===== config.mk =====
export PLATFORM = sky130hd
export DESIGN_NAME = multdiv_issue_flat
export DESIGN_NICKNAME = d
export VERILOG_FILES = /design/src/rtl/multdiv_issue_pkg.sv /design/src/rtl/multdiv_issue_if.sv /design/src/rtl/multdiv_issue_md_wait_counter.sv /design/src/rtl/multdiv_issue.sv /design/src/flat_wrapper.sv
export SDC_FILE = /design/constraint.sdc
export NUM_CORES = 1
export LEC_CHECK = 0
export BUFFER_PORTS_ARGS = -buffer_cell sky130_fd_sc_hd__buf_2
export CORE_MARGIN = 5
export CORE_UTILIZATION = 40
export CTS_CLUSTER_DIAMETER = 100
export CTS_CLUSTER_SIZE = 25
export DETAILED_ROUTE_END_ITERATION = 8
export PLACE_DENSITY_LB_ADDON = 0.05
export SYNTH_ARGS = -nofsm -noshare
export SYNTH_HDL_FRONTEND = slang
export SYNTH_SLANG_ARGS = --single-unit
export TNS_END_PERCENT = 20

===== constraint.sdc =====
create_clock -name clock -period 4.08 [get_ports clock]
set_clock_uncertainty 0.15 [all_clocks]
set_input_delay 0.204 -clock clock [delete_from_list [all_inputs] [get_ports clock]]
set_output_delay 0.204 -clock clock [all_outputs]
set_load 0.1 [all_outputs]

===== src/rtl/multdiv_issue_pkg.sv =====
// ============================================================================
// multdiv_issue_pkg : shared types and constants for the mult/div issue block
// Rev 1.0
// ============================================================================
`default_nettype none

package multdiv_issue_pkg;

   localparam int DATA_W              = 32;
   localparam int RD_W                = 5;
   localparam int CNT_W               = 8;
   localparam int TIMEOUT_CYCLES_DFLT = 40;

   typedef enum logic [1:0] {
      IDLE  = 2'd0,
      START = 2'd1,
      WAIT  = 2'd2,
      DONE  = 2'd3
   } state_t;

endpackage

`default_nettype wire


===== src/rtl/multdiv_issue_if.sv =====
// ============================================================================
// multdiv_issue_if : issue, unit-side and writeback signals of the controller
// Rev 1.0
// ============================================================================
`default_nettype none

interface multdiv_issue_if;
   import multdiv_issue_pkg::*;

   logic              issue_valid;
   logic              issue_is_div;
   logic [DATA_W-1:0] issue_a;
   logic [DATA_W-1:0] issue_b;
   logic [RD_W-1:0]   issue_rd;
   logic              issue_ready;
   logic              flush;
   logic              stall;
   logic [DATA_W-1:0] md_operandA;
   logic [DATA_W-1:0] md_operandB;
   logic              md_ctrl_MULT;
   logic              md_ctrl_DIV;
   logic [DATA_W-1:0] md_result;
   logic              md_exception;
   logic              md_resultRDY;
   logic              wb_valid;
   logic [RD_W-1:0]   wb_rd;
   logic [DATA_W-1:0] wb_data;
   logic              wb_exception;

   modport master (
      input  issue_valid, issue_is_div, issue_a, issue_b, issue_rd, flush,
             md_result, md_exception, md_resultRDY,
      output issue_ready, stall, md_operandA, md_operandB, md_ctrl_MULT,
             md_ctrl_DIV, wb_valid, wb_rd, wb_data, wb_exception
   );

   modport slave (
      output issue_valid, issue_is_div, issue_a, issue_b, issue_rd, flush,
             md_result, md_exception, md_resultRDY,
      input  issue_ready, stall, md_operandA, md_operandB, md_ctrl_MULT,
             md_ctrl_DIV, wb_valid, wb_rd, wb_data, wb_exception
   );

endinterface

`default_nettype wire


===== src/rtl/multdiv_issue_md_wait_counter.sv =====
// ============================================================================
// md_wait_counter : clearable wait-cycle counter with terminal-count flag
// Rev 1.0
// ============================================================================
`default_nettype none

module md_wait_counter #(
   parameter int CNT_W = 8,
   parameter int LIMIT = 40
) (
   input  logic clock,
   input  logic reset_n,
   input  logic i_clear,
   input  logic i_enable,
   output logic o_terminal
);

   logic [CNT_W-1:0] r_count;

   // Holds at the terminal value so the flag stays asserted until cleared.
   always_ff @(posedge clock or negedge reset_n) begin
      if (!reset_n) begin
         r_count <= '0;
      end else if (i_clear) begin
         r_count <= '0;
      end else if (i_enable && !o_terminal) begin
         r_count <= r_count + 1'b1;
      end
   end

   assign o_terminal = (r_count == CNT_W'(LIMIT));

endmodule

`default_nettype wire


===== src/rtl/multdiv_issue.sv =====
// ============================================================================
// multdiv_issue : issues one MULT/DIV to the multicycle unit, stalls, writes back
// Optional wait timeout compiled in with MULTDIV_ISSUE_TIMEOUT_EN.  Rev 1.0
// ============================================================================
`default_nettype none

module multdiv_issue
   import multdiv_issue_pkg::*;
#(
   parameter int TIMEOUT_CYCLES = TIMEOUT_CYCLES_DFLT
) (
   input  logic            clock,
   input  logic            reset_n,
   multdiv_issue_if.master bus
);

   if (TIMEOUT_CYCLES < 2 || TIMEOUT_CYCLES > 255) begin : g_badTimeout
      $error("multdiv_issue: TIMEOUT_CYCLES must be within 2..255");
   end

   state_t            r_state;
   logic              r_isDiv;
   logic [DATA_W-1:0] r_opA;
   logic [DATA_W-1:0] r_opB;
   logic [RD_W-1:0]   r_rd;
   logic              r_wbValid;
   logic [DATA_W-1:0] r_wbData;
   logic              r_wbExc;
   logic              w_accept;
   logic              w_timeout;

   assign w_accept = (r_state == IDLE) && bus.issue_valid && !bus.flush;

`ifdef MULTDIV_ISSUE_TIMEOUT_EN
   md_wait_counter #(
      .CNT_W (CNT_W),
      .LIMIT (TIMEOUT_CYCLES)
   ) u_waitCounter (
      .clock      (clock),
      .reset_n    (reset_n),
      .i_clear    (r_state == START),
      .i_enable   (r_state == WAIT),
      .o_terminal (w_timeout)
   );
`else
   assign w_timeout = 1'b0;
`endif

   always_ff @(posedge clock or negedge reset_n) begin
      if (!reset_n) begin
         r_state   <= IDLE;
         r_isDiv   <= 1'b0;
         r_opA     <= '0;
         r_opB     <= '0;
         r_rd      <= '0;
         r_wbValid <= 1'b0;
         r_wbData  <= '0;
         r_wbExc   <= 1'b0;
      end else begin
         r_wbValid <= 1'b0;
         case (r_state)
            IDLE: begin
               if (w_accept) begin
                  r_isDiv <= bus.issue_is_div;
                  r_opA   <= bus.issue_a;
                  r_opB   <= bus.issue_b;
                  r_rd    <= bus.issue_rd;
                  r_state <= START;
               end
            end
            START: begin
               r_state <= bus.flush ? IDLE : WAIT;
            end
            WAIT: begin
               // Result ready beats a coinciding timeout.
               if (bus.flush) begin
                  r_state <= IDLE;
               end else if (bus.md_resultRDY) begin
                  r_wbData  <= bus.md_result;
                  r_wbExc   <= bus.md_exception;
                  r_wbValid <= 1'b1;
                  r_state   <= DONE;
               end else if (w_timeout) begin
                  r_wbData  <= '0;
                  r_wbExc   <= 1'b1;
                  r_wbValid <= 1'b1;
                  r_state   <= DONE;
               end
            end
            DONE: begin
               r_state <= IDLE;
            end
            default: begin
               r_state <= IDLE;
            end
         endcase
      end
   end

   assign bus.issue_ready  = (r_state == IDLE);
   assign bus.stall        = (r_state != IDLE) || w_accept;
   assign bus.md_ctrl_MULT = (r_state == START) && !r_isDiv;
   assign bus.md_ctrl_DIV  = (r_state == START) && r_isDiv;
   assign bus.md_operandA  = r_opA;
   assign bus.md_operandB  = r_opB;
   assign bus.wb_valid     = r_wbValid;
   assign bus.wb_rd        = r_rd;
   assign bus.wb_data      = r_wbData;
   assign bus.wb_exception = r_wbExc;

endmodule

`default_nettype wire


===== src/flat_wrapper.sv =====
// flat-port wrapper written by rule: the top's interface ports become plain ports
module multdiv_issue_flat import multdiv_issue_pkg::*;
#(
   parameter int TIMEOUT_CYCLES = TIMEOUT_CYCLES_DFLT
)
  (clock, reset_n, bus_issue_valid, bus_issue_is_div, bus_issue_a, bus_issue_b, bus_issue_rd, bus_flush, bus_md_result, bus_md_exception, bus_md_resultRDY, bus_issue_ready, bus_stall, bus_md_operandA, bus_md_operandB, bus_md_ctrl_MULT, bus_md_ctrl_DIV, bus_wb_valid, bus_wb_rd, bus_wb_data, bus_wb_exception);
  multdiv_issue_if bus_i ();
  input  logic clock;
  input  logic reset_n;
  input wire logic [$bits(bus_i.issue_valid)-1:0] bus_issue_valid;
  input wire logic [$bits(bus_i.issue_is_div)-1:0] bus_issue_is_div;
  input wire logic [$bits(bus_i.issue_a)-1:0] bus_issue_a;
  input wire logic [$bits(bus_i.issue_b)-1:0] bus_issue_b;
  input wire logic [$bits(bus_i.issue_rd)-1:0] bus_issue_rd;
  input wire logic [$bits(bus_i.flush)-1:0] bus_flush;
  input wire logic [$bits(bus_i.md_result)-1:0] bus_md_result;
  input wire logic [$bits(bus_i.md_exception)-1:0] bus_md_exception;
  input wire logic [$bits(bus_i.md_resultRDY)-1:0] bus_md_resultRDY;
  output wire logic [$bits(bus_i.issue_ready)-1:0] bus_issue_ready;
  output wire logic [$bits(bus_i.stall)-1:0] bus_stall;
  output wire logic [$bits(bus_i.md_operandA)-1:0] bus_md_operandA;
  output wire logic [$bits(bus_i.md_operandB)-1:0] bus_md_operandB;
  output wire logic [$bits(bus_i.md_ctrl_MULT)-1:0] bus_md_ctrl_MULT;
  output wire logic [$bits(bus_i.md_ctrl_DIV)-1:0] bus_md_ctrl_DIV;
  output wire logic [$bits(bus_i.wb_valid)-1:0] bus_wb_valid;
  output wire logic [$bits(bus_i.wb_rd)-1:0] bus_wb_rd;
  output wire logic [$bits(bus_i.wb_data)-1:0] bus_wb_data;
  output wire logic [$bits(bus_i.wb_exception)-1:0] bus_wb_exception;
  assign bus_i.issue_valid = bus_issue_valid;
  assign bus_i.issue_is_div = bus_issue_is_div;
  assign bus_i.issue_a = bus_issue_a;
  assign bus_i.issue_b = bus_issue_b;
  assign bus_i.issue_rd = bus_issue_rd;
  assign bus_i.flush = bus_flush;
  assign bus_i.md_result = bus_md_result;
  assign bus_i.md_exception = bus_md_exception;
  assign bus_i.md_resultRDY = bus_md_resultRDY;
  assign bus_issue_ready = bus_i.issue_ready;
  assign bus_stall = bus_i.stall;
  assign bus_md_operandA = bus_i.md_operandA;
  assign bus_md_operandB = bus_i.md_operandB;
  assign bus_md_ctrl_MULT = bus_i.md_ctrl_MULT;
  assign bus_md_ctrl_DIV = bus_i.md_ctrl_DIV;
  assign bus_wb_valid = bus_i.wb_valid;
  assign bus_wb_rd = bus_i.wb_rd;
  assign bus_wb_data = bus_i.wb_data;
  assign bus_wb_exception = bus_i.wb_exception;
  multdiv_issue #(.TIMEOUT_CYCLES(TIMEOUT_CYCLES)) u_core (.clock(clock), .reset_n(reset_n), .bus(bus_i));
endmodule

== Word level (Yosys, flattened, before mapping) ==
Index checks and enable logic that the tools add are counted.
Cells by class
  bitwise operators: 1
  equal/unequal tests: 5
  reduce and logical (&&, ||, !) cells: 12
  muxes and demuxes: 8
Operators by type and width (count)
  2-to-1 mux 2 bit: 4
  one-hot mux 2 bit (4 select lines): 1
  equality test 2 bit, second input constant: 2
  logical AND 1 bit: 4
  AND reduction 2 bit: 2
  2-to-1 mux 1 bit: 3
  != test 3 bit, second input constant: 1
  AND reduction 3 bit: 1
  equality test 2 x 1 -> 1 bit, second input constant: 1
  logical NOT 1 bit: 2
  logical NOT 2 bit: 1
  != test 2 x 1 -> 1 bit, second input constant: 1
  nonzero test 2 bit: 1
  logical OR 1 bit: 1
  NOT 1 bit: 1
Storage, ports and cells
  output and inout bits: 107
  input port bits: 108
  register bits: 106

== Longest topological paths before layout ==
  depth after elaboration: 5
  depth in mapped cells: 5
  mapped depth without buffers: 2

== Worst setup path before layout ==
OpenSTA, ideal clock, no wires.
  path kind: register to output
  start point: register u_core.r_state[1]
  end point: output port bus_stall
  stages on the path, launching flop included: 4
  arrival: 3.577 ns
  path slack: 0.149 ns
  required time: 3.726 ns
  cells stage by stage: dfrtp_1 clkbuf_2 nor2_1 o21ai_0
Between the ends
  word-level cells in the longest chain between the ends: 4
RTL lines
  start: declaration: RTL line multdiv_issue.sv:21  | state_t r_state;
  start signal: assignment: RTL line multdiv_issue.sv:72  | r_state <= bus.flush ? IDLE : WAIT;
  logical NOT 2 bit
  via bus_issue_ready: RTL line flat_wrapper.sv:19  | output wire logic [$bits(bus_i.issue_ready)-1:0] bus_issue_ready;
  logical AND 1 bit (2 in series): RTL line multdiv_issue.sv:32  | assign w_accept = (r_state == IDLE) && bus.issue_valid && !bus.flush;
  logical OR 1 bit: RTL line multdiv_issue.sv:101  | assign bus.stall = (r_state != IDLE) || w_accept;
  end: declaration: RTL line flat_wrapper.sv:20  | output wire logic [$bits(bus_i.stall)-1:0] bus_stall;
The timed path passes the listed nets, and every way through them passes these cells.

== Worst setup path after layout ==
  start point: input port bus_flush
  end point: register u_core.r_wbData[21], in the netlist u_core.bus.wb_data[21]
Between the ends
  word-level cells in the longest chain between the ends: 2
RTL lines
  start: declaration: RTL line flat_wrapper.sv:15  | input wire logic [$bits(bus_i.flush)-1:0] bus_flush;
  NOT 1 bit (no line)
  AND reduction 3 bit (no line)
  end signal: assignment: RTL line multdiv_issue.sv:79  | r_wbData <= bus.md_result;
  end: declaration: RTL line multdiv_issue.sv:27  | logic [DATA_W-1:0] r_wbData;
Every way passes these cells.
A chain may end at the register's enable or synchronous reset.

==> out/metrics.cfg <==
[cts]
htreeDepth=3
clk_path_buf_depth=2
clock_sinks=106
cts_tree=yes
clock-root-buffer=clkbuf_8
clkTransAtPathRegs_ps=90
cts_resized=0
clk_latency_ps=340
cts-buffers-inserted=9

[setup_path]
r2r-start=u_core.r_state[0]$_DFFE_PN0P_
reg2reg_to=u_core.bus.wb_data[21]$_DFFE_PN0P_
crit_arrival_ps=2220
crit_path_end_kind=register
r2r_cells=2
cp_max_fo=34
worst-setup-path-type=input pin to register
ff2ff_setup_slack_ps=2010
cp-start-kind=input pin
required_ps=4160

[detailed_routing]
num_vias=3113
via_per_inst=4.499
dr.first_iter.drc_count=93
first_pass_iters=4
wire_per_inst_um=15.76
wl_met1_mm=4.398
wl_met2_mm=5.474
met3_length_um=775
ant_nets=0
top_layer=met4
drc_errors=0
wl_mm=10.91

[timing]
timing.fmax_ghz=0.4690
tightest_slew_ps=852.3
layout_setup_ws_ps=1948
hold_viol_final=0
finalCritPeriodShare_pct=52.26
drv_slew=0
min_period_ps=2132
setup_viol=0
rsz0062_at_grt=no
finalSetupTns_ps=0
max_slew_margin_pct=43.18

[floorplanning]
die-area_mm2=0.01227
start_util_pct=41.35
die_y_um=110.8
core-area_mm2=0.009819
rows=36
io_pins=215
die_width_um=110.8

[worst_hold_path]
worstHoldStart=bus_issue_valid
min_path_cells=3
hold_end=u_core.r_state[0]$_DFFE_PN0P_
hold_class=input pin to register

[layout]
fillers=786
final_cell_mix=buf_2, dlygate4sd3_1, dfrtp_1
layout-drive-gt1-share_pct=59.93
diodes=0
area_growth_pct=58.49
final_nets=663
final_common_cell=buf_2

[synthesis]
synthCells=233
yosysSeqAreaShare_pct=65.33
syn_nets=341
syn_avg_cell_area_um2=17.43
ys_ff_latch=106
syn-cell-area_mm2=0.004060
synth_top_cell_area_share_pct=65.33
synth_cell_types=18
synth_top_area_cell=dfrtp_1
synthTopCellsByArea=dfrtp_1, mux2_2, mux2_4
yosys_warnings=0

[placed_design]
gp_congestion=0.7451
place_ws_ps=1989
io_buffers=214
place_hpwl_mm=7.326

[status]
status=finished, final reports clean

[global_route]
grt_pass1_wl_mm=18.14
grt_max_degree=44
grt_pass1_vias=3621
antenna_found_initial=0
track_usage_pct=18.27
grt_overflow=0

[run]
maxCapViolCount=0

==> worst max-delay path by stage <==
stage / start / to / slack, ps / depth (start not counted)
floorplan: u_core.r_state[1]$_DFFE_PN0P_ / bus_stall / 150 / 3
global placement: u_core.r_state[0]$_DFFE_PN0P_ / u_core.bus.wb_data[5]$_DFFE_PN0P_ / 2020 / 2
detailed placement: u_core.r_state[0]$_DFFE_PN0P_ / u_core.bus.wb_data[23]$_DFFE_PN0P_ / 1990 / 2
CTS: bus_flush / u_core.bus.wb_data[13]$_DFFE_PN0P_ / 1950 / 4
global route: bus_flush / u_core.bus.wb_data[14]$_DFFE_PN0P_ / 1890 / 4
finish: bus_flush / u_core.bus.wb_data[21]$_DFFE_PN0P_ / 1950 / 4
==> layout make-up <==
| class | instances | area, um2 | share of cell area (%) |
|---|---|---|---|
| repair buffers | 324 | 2165 | 33.64 |
| inverters | 1 | 3.754 | 0.05833 |
| flip-flops and latches | 106 | 2653 | 41.22 |
| well taps | 133 | 166.4 | 2.586 |
| clock inverters | 4 | 30.03 | 0.4667 |
| clock buffers | 11 | 131.4 | 2.042 |
| multi-input cells | 113 | 1286 | 19.99 |
==> kinds of logic after synthesis <==
group / Yosys count / share of synthesized area, %
flip-flops: 106 / 65.33
multiplexers: 104 / 29.74
buffers and inverters: 14 / 2.989
AND/OR/NAND/NOR: 7 / 1.602
AO/OA/AOI/OAI: 1 / 0.1231
XOR/XNOR: 1 / 0.2158
==> sequential cells by signal, indices dropped and copies added, names as in the netlist <==
signal	cells
u_core.bus.md_operandA	32
u_core.bus.md_operandB	32
u_core.bus.wb_data	32
u_core.bus.wb_exception	1
u_core.bus.wb_rd	5
u_core.bus.wb_valid	1
u_core.r_isDiv	1
u_core.r_state	2
==> what timing repair did <==
action                                 in CTS  in global routing
buffers inserted                            0                  0
endpoints found under the hold margin     129                  0
hold buffers                              106                  0
==> metal layers <==
metal	global-route usage, %	up-vias
met2	31.63	130
met1	21.23	1506
li1	-	1457
met3	6.004	20
met5	0	-
met4	6.322	0
==> metrics by stage <==
step | instance area, um2 | hold slack [ps] | utilization (%) | cells
final | 6435 | 43.29 | 65.53 | 692
after detailed placement | 5213 | -19.89 | 53.08 | 571
after floorplan | 4060 | -241.6 | - | 233
after CTS | 6435 | 21.02 | 65.53 | 692
after global placement | 5213 | -21.20 | 53.08 | 571
after global routing | 6435 | 47.96 | 65.53 | 692
==> critical path: stages <==
cell           delay [ps]
dlygate4sd3_1         540
buf_2                 170
and4bb_2              880
mux2_2                410
==> cell usage after synthesis (all sizes together) <==
cell type	number
and3b	1
and4bb	1
buf	12
clkbuf	1
dfrtp	106
inv	1
mux2	103
mux2i	1
nor2	2
nor3	1
nor3b	1
nor4b	1
o21ai	1
xnor2	1
Power is left out: the tool's default activity adds up to more than one toggle a clock period on the data nets, which glitch-free logic cannot reach.
